`config.mk`:
```
export PLATFORM = sky130hd
export DESIGN_NAME = mux_arb
export DESIGN_NICKNAME = d
export VERILOG_FILES = /design/src/rtl/mux_arb.sv
export SDC_FILE = /design/constraint.sdc
export NUM_CORES = 1
export LEC_CHECK = 0
export ABC_AREA = 1
export BUFFER_PORTS_ARGS = -buffer_cell sky130_fd_sc_hd__buf_2
export CAP_MARGIN = 25
export CELL_PAD_IN_SITES_DETAIL_PLACEMENT = 0
export CELL_PAD_IN_SITES_GLOBAL_PLACEMENT = 1
export CORE_MARGIN = 2
export CORE_UTILIZATION = 28
export CTS_CLUSTER_DIAMETER = 50
export DETAILED_ROUTE_END_ITERATION = 10
export MAX_ROUTING_LAYER = met4
export PLACE_DENSITY = 0.81
export SLEW_MARGIN = 20
export SYNTH_ARGS = -nofsm -noshare
export SYNTH_HDL_FRONTEND = slang
export SYNTH_SLANG_ARGS = --single-unit
```
`constraint.sdc`:
```
create_clock -name i_clk -period 2.5 [get_ports i_clk]
set_input_delay 0.375 -clock i_clk [delete_from_list [all_inputs] [get_ports i_clk]]
set_output_delay 0.375 -clock i_clk [all_outputs]
set_load 0.01 [all_outputs]
```
`src/rtl/mux_arb.sv`:
```
// mux_arb: N-channel registered multiplexer with arbitration.
//
// Several producers offer WIDTH-bit words; one is granted per cycle and
// captured in a single output register that feeds one consumer.
//
// Optional feature macro: MUX_ARB_RR_EN
//   defined   -> round-robin arbitration around a `last` pointer
//   undefined -> fixed priority, lowest channel index wins
//
// Handshake semantics (all ports): a word moves on a rising edge exactly
// when valid and ready are both high in the cycle before that edge. A
// producer may drop in_valid at any time before it is granted. in_ready
// is a combinational grant: it is one-hot when a word is taken this cycle
// and zero otherwise. It depends on in_valid, ovr, ovr_sel, out_valid,
// out_ready and rst, and never on in_data. out_valid stays high and
// out_data/out_chan stay frozen until the consumer raises out_ready.
module mux_arb #(
  parameter int WIDTH = 3,
  parameter int N     = 4,
  localparam int CW   = (N > 1) ? $clog2(N) : 1
) (
  input  logic               i_clk,
  input  logic               i_rst,
  input  logic [N*WIDTH-1:0] i_in_data,
  input  logic [N-1:0]       i_in_valid,
  output logic [N-1:0]       o_in_ready,
  input  logic               i_ovr,
  input  logic [CW-1:0]      i_ovr_sel,
  output logic [WIDTH-1:0]   o_out_data,
  output logic               o_out_valid,
  input  logic               i_out_ready,
  output logic [CW-1:0]      o_out_chan
);

  // Output register.
  logic [WIDTH-1:0] r_out_data;
  logic             r_out_valid;
  logic [CW-1:0]    r_out_chan;

  // Arbitration results.
  logic [N-1:0]     w_elig;
  logic             w_load_en;
  logic             w_found;
  logic [CW-1:0]    w_win;
  logic [WIDTH-1:0] w_win_data;

`ifdef MUX_ARB_RR_EN
  // Index of the most recent non-override grant. Search starts one above it.
  logic [CW-1:0]    r_last;
`endif

  // The output register may take a new word when it is empty or being drained.
  assign w_load_en = !r_out_valid || i_out_ready;

  // Eligible set: every requester, or only the forced channel under override.
  // An out-of-range forced index leaves the set empty.
  always_comb begin
    w_elig = '0;
    if (i_ovr) begin
      if (int'(i_ovr_sel) < N) begin
        w_elig[i_ovr_sel] = i_in_valid[i_ovr_sel];
      end
    end else begin
      w_elig = i_in_valid;
    end
  end

`ifdef MUX_ARB_RR_EN
  // Round-robin winner: first eligible channel at last+1, last+2, ... mod N.
  always_comb begin
    int v_idx;
    w_found = 1'b0;
    w_win   = '0;
    v_idx   = 0;
    for (int k = 1; k <= N; k++) begin
      v_idx = (int'(r_last) + k) % N;
      if (!w_found && w_elig[v_idx]) begin
        w_found = 1'b1;
        w_win   = CW'(v_idx);
      end
    end
  end
`else
  // Fixed-priority winner: the lowest eligible index. The loop runs from the
  // top so that the last assignment made is the lowest index.
  always_comb begin
    w_found = 1'b0;
    w_win   = '0;
    for (int k = N - 1; k >= 0; k--) begin
      if (w_elig[k]) begin
        w_found = 1'b1;
        w_win   = CW'(k);
      end
    end
  end
`endif

  // Data of the winning channel. Only the winner index steers this mux, so
  // in_data has no path into in_ready.
  always_comb begin
    w_win_data = '0;
    for (int i = 0; i < N; i++) begin
      if (w_win == CW'(i)) begin
        w_win_data = i_in_data[i*WIDTH +: WIDTH];
      end
    end
  end

  // Grant strobe. It is suppressed while in reset so that no producer sees a
  // handshake that the cleared output register would never keep.
  always_comb begin
    o_in_ready = '0;
    if (!i_rst && w_load_en && w_found) begin
      o_in_ready[w_win] = 1'b1;
    end
  end

  // Output register: load the winner, go empty when nothing is eligible,
  // hold everything while stalled.
  always_ff @(posedge i_clk or posedge i_rst) begin
    if (i_rst) begin
      r_out_data  <= '0;
      r_out_valid <= 1'b0;
      r_out_chan  <= '0;
    end else if (w_load_en) begin
      if (w_found) begin
        r_out_data  <= w_win_data;
        r_out_chan  <= w_win;
        r_out_valid <= 1'b1;
      end else begin
        r_out_valid <= 1'b0;
      end
    end
  end

`ifdef MUX_ARB_RR_EN
  // Pointer tracks non-override grants only; forced grants leave it alone so
  // the normal rotation resumes where it stopped. Reset to N-1 makes channel 0
  // the first choice.
  always_ff @(posedge i_clk or posedge i_rst) begin
    if (i_rst) begin
      r_last <= CW'(N - 1);
    end else if (w_load_en && w_found && !i_ovr) begin
      r_last <= w_win;
    end
  end
`endif

  assign o_out_data  = r_out_data;
  assign o_out_valid = r_out_valid;
  assign o_out_chan  = r_out_chan;

endmodule

```
==> metrics.log <==
[metrics] Fmax: 519 MHz
[metrics] Worst-Skew Late Latency: 0.24 ns
[metrics] TritonCTS clock tree: done
[metrics] power share of the clock group: 24.4%
[metrics] Req. time, crit path: 2.12 ns
[metrics] share of the cycle needed by the critical path after routing: 77.1%
[metrics] met3 wire len: 91 µm
[metrics] count of cell types in the netlist: 18
[metrics] first-pass GRT wire length: 1.96 mm
[metrics] top routing layer in use: met4
[metrics] post-route standard cell area excluding fillers: 708 µm²
[metrics] Seq/Total Area, Yosys: 29.9%
[metrics] die footprint: 2150 µm²
[metrics] final setup skew: 0.00306 ns
[metrics] sink count of the clock tree: 6
[metrics] library cell with the largest summed area after synthesis: sky130_fd_sc_hd__dfrtp_1
[metrics] number of enable-type register cells in the synthesized netlist: 0
[metrics] largest voltage drop on the vdd net: 141 µV
[metrics] mean instance size in the synthesized netlist: 6.53 µm²
[metrics] share of total power consumed by net switching: 34.7%
[metrics] Mapped Nets: 99
[metrics] placed instance area: 686 µm²
[metrics] RSZ-0062 raised after global routing: false
[metrics] Max Buffers Root-to-Sink: 2
[metrics] # Max-Cap Violations: 0
[metrics] vias in the first global route: 502
[metrics] I/O pin total: 32
[metrics] worst path arrival time: 1.55 ns
[metrics] top cells by area in the synthesized netlist: sky130_fd_sc_hd__dfrtp_1 (30%), sky130_fd_sc_hd__nand2_1 (15%), sky130_fd_sc_hd__nor2_1 (9.0%), sky130_fd_sc_hd__nand3_1 (8.0%), sky130_fd_sc_hd__inv_1 (6.0%)
[metrics] Worst-Margin Slew: 0.219 ns
[metrics] Final #Nets: 135
[metrics] Yosys warning count: 0
[metrics] effective utilization at floorplan: 29.5%
[metrics] per-cell routed wire length: 9.32 µm
[metrics] area share of the leading cell type in the synthesized netlist: 29.9%
[metrics] Num CTS Buffers: 3
[metrics] P_leak: 0.404 nW
[metrics] number of synthesized register bits: 6
[metrics] number of H-tree levels: 1
[metrics] # rows: 15
[metrics] clock-pin transition on the worst setup and hold timing paths: 0.04 ns
[metrics] Int Power: 0.230 mW
[metrics] Synth Flop Type: sky130_fd_sc_hd__dfrtp_1
[metrics] initial antenna violation count: 0
[metrics] final wirelength: 1.27 mm
[metrics] CTS Hold Bufs: 0
[metrics] class of the tightest hold or removal check: input port to async pin
[metrics] category of the most critical setup path: input port to output pin
[metrics] pwr dens: 498 nW/µm²
[metrics] IO buf count: 31
[metrics] dominant cell by count in the synthesized netlist: sky130_fd_sc_hd__nand2_1
[metrics] Worst Setup End Kind: output pin
[metrics] pin count of the biggest net entering global routing: 12
[metrics] overall routing resource usage: 13.2%
[metrics] net switching power of the design: 0.122 mW
[metrics] DR pass1 iterations: 4
[metrics] Post-Synthesis Cells: 77
[metrics] share of cells above drive strength 1: 40.5%
[metrics] final period demand of the worst path: 1.93 ns
[metrics] quantity of gates resized following cts: 0
[metrics] Final Non-Filler Cells: 136
[metrics] Synth async-reset ratio: 100%
[metrics] Final Setup Violations: 0
[metrics] global placement routability congestion: 0.771
[metrics] wire length the detailed router placed on met1: 565 µm
[metrics] largest fanout of any net on the critical path: 4
[metrics] outcome: finished, final reports clean
[metrics] overall overflow remaining after global route: 0
[metrics] cell at the root of the clock tree: sky130_fd_sc_hd__clkbuf_4
[metrics] Inserted Diodes: 0
[metrics] Vias: 608
[metrics] final number of max-transition violations: 0
[metrics] instance count after placement with tap cells included: 133
[metrics] chip width: 46.4 µm
[metrics] detailed-route vias per instance: 4.47
[metrics] vertical die dimension: 46.4 µm
[metrics] power share of the sequential group: 35.9%
[metrics] slew margin rel.: 85.4%
[metrics] worst setup slack for register-to-register paths: 1.45 ns
[metrics] top cells by count, synth: sky130_fd_sc_hd__nand2_1 (20), sky130_fd_sc_hd__nor2_1 (12), sky130_fd_sc_hd__inv_1 (8), sky130_fd_sc_hd__nand3_1 (8), sky130_fd_sc_hd__dfrtp_1 (6)
[metrics] setup tns final: 0 ns
[metrics] core area: 1710 µm²
[metrics] DP Wirelength: 1.12 mm
[metrics] number of DRC violations after detailed routing: 0
[metrics] First DRT Iteration DRCs: 20
[metrics] kind of start point of the critical path: input port
[metrics] area growth from synthesis to final layout: 40.8%
[metrics] Comb pwr share: 39.6%
[metrics] Post-CTS Setup Repair Bufs: 0
[metrics] remaining antenna violation count after routing: 0
[metrics] netlist area before placement: 503 µm²
[metrics] final hold vios: 0
[metrics] sum of met2 wire segment lengths after detailed routing: 579 µm
## worst paths after layout
| path | startpoint | end | cells past startpoint |
|---|---|---|---|
| setup / recovery | i_ovr_sel[1] | o_in_ready[2] | 10 |
| hold / removal | i_rst | o_out_valid | 2 |
| setup reg to reg | o_out_valid | o_out_data[0] | 8 |
| hold reg to reg | o_out_data[2] | o_out_data[2] | 2 |
| max in group asynchronous | i_rst | o_out_data[0] | 2 |
| min in group i_clk | i_out_ready | o_out_valid | 4 |
## cells in the final DEF, fill, tap and decap left out
master                     synthesis  routed
sky130_fd_sc_hd__buf_4             0       1
sky130_fd_sc_hd__a21oi_2           1       1
sky130_fd_sc_hd__o21ai_0           5       5
sky130_fd_sc_hd__inv_2             2       2
sky130_fd_sc_hd__inv_1             8       8
sky130_fd_sc_hd__o21ai_4           1       1
sky130_fd_sc_hd__buf_2             0      31
sky130_fd_sc_hd__nand2_1          20      20
sky130_fd_sc_hd__dfrtp_1           6       6
sky130_fd_sc_hd__nand3_1           8       8
sky130_fd_sc_hd__nand2_2           2       2
sky130_fd_sc_hd__a21boi_1          1       1
sky130_fd_sc_hd__clkbuf_4          0       3
sky130_fd_sc_hd__nand4_1           4       4
sky130_fd_sc_hd__nor3_2            1       1
sky130_fd_sc_hd__o21ai_2           2       2
sky130_fd_sc_hd__a21boi_0          1       1
sky130_fd_sc_hd__nor3_1            1       1
sky130_fd_sc_hd__or2_4             1       1
sky130_fd_sc_hd__nor2_1           12      12
## worst max-delay path, cell delays in order
cell and delay [ns]:
sky130_fd_sc_hd__buf_2 0.12, sky130_fd_sc_hd__inv_1 0.08, sky130_fd_sc_hd__nand2_1 0.06, sky130_fd_sc_hd__a21boi_1 0.16
sky130_fd_sc_hd__inv_1 0.07, sky130_fd_sc_hd__nand2_1 0.09, sky130_fd_sc_hd__o21ai_2 0.06, sky130_fd_sc_hd__or2_4 0.24
sky130_fd_sc_hd__nor3_1 0.13, sky130_fd_sc_hd__buf_2 0.16
## state kept, by name (all words and copies together) (netlist names)
signal / count
o_out_data: 3
o_out_valid: 1
o_out_chan: 2
## cell type report
cell class / instances / area, µm²
clock buffer: 3 / 22.5
fill: 198 / 1000
inverter: 10 / 37.5
multi-input combinational: 60 / 304
sequential: 6 / 150
tap: 25 / 31.3
timing repair buffer: 32 / 163
## logic make-up (layout without fill, tap and decap cells)
group,count (synthesis),count (layout),share of synthesized area (%)
AO/OA/AOI/OAI,11,11,16.4
buffers and inverters,11,45,9.70
flip-flops,6,6,29.8
AND/OR/NAND/NOR,49,49,44.0
## power groups by stage
stage | combinational [mW] | sequential (mW) | clock, mW
6_report | 0.140 | 0.127 | 0.0862
5_1_grt | 0.160 | 0.130 | 0.0894
4_1_cts | 0.142 | 0.127 | 0.0895
2_1_floorplan | 0.0765 | 0.139 | 0
3_5_place_dp | 0.141 | 0.128 | 0
3_3_place_gp | 0.140 | 0.127 | 0
## layer usage
metal	track usage (%)	vias up
met5	-	-
met4	8.57	0
met3	1.18	4
met2	19.7	26
met1	16.8	257
li1	-	321
## stage by stage
| step | power, mW | worst slack, ns | util (%) | hold WS (ns) |
|---|---|---|---|---|
| 5_1_grt | 0.379 | 0.439 | 41.5 | 0.0707 |
| 4_1_cts | 0.359 | 0.546 | 41.5 | 0.0534 |
| 6_report | 0.353 | 0.573 | 41.5 | 0.0480 |
| 2_1_floorplan | 0.215 | 0.773 | - | 0.166 |
| 3_3_place_gp | 0.267 | 0.596 | 40.1 | 0.305 |
| 3_5_place_dp | 0.270 | 0.548 | 40.1 | 0.311 |
No activity file was read; power rests on OpenSTA's default activity.
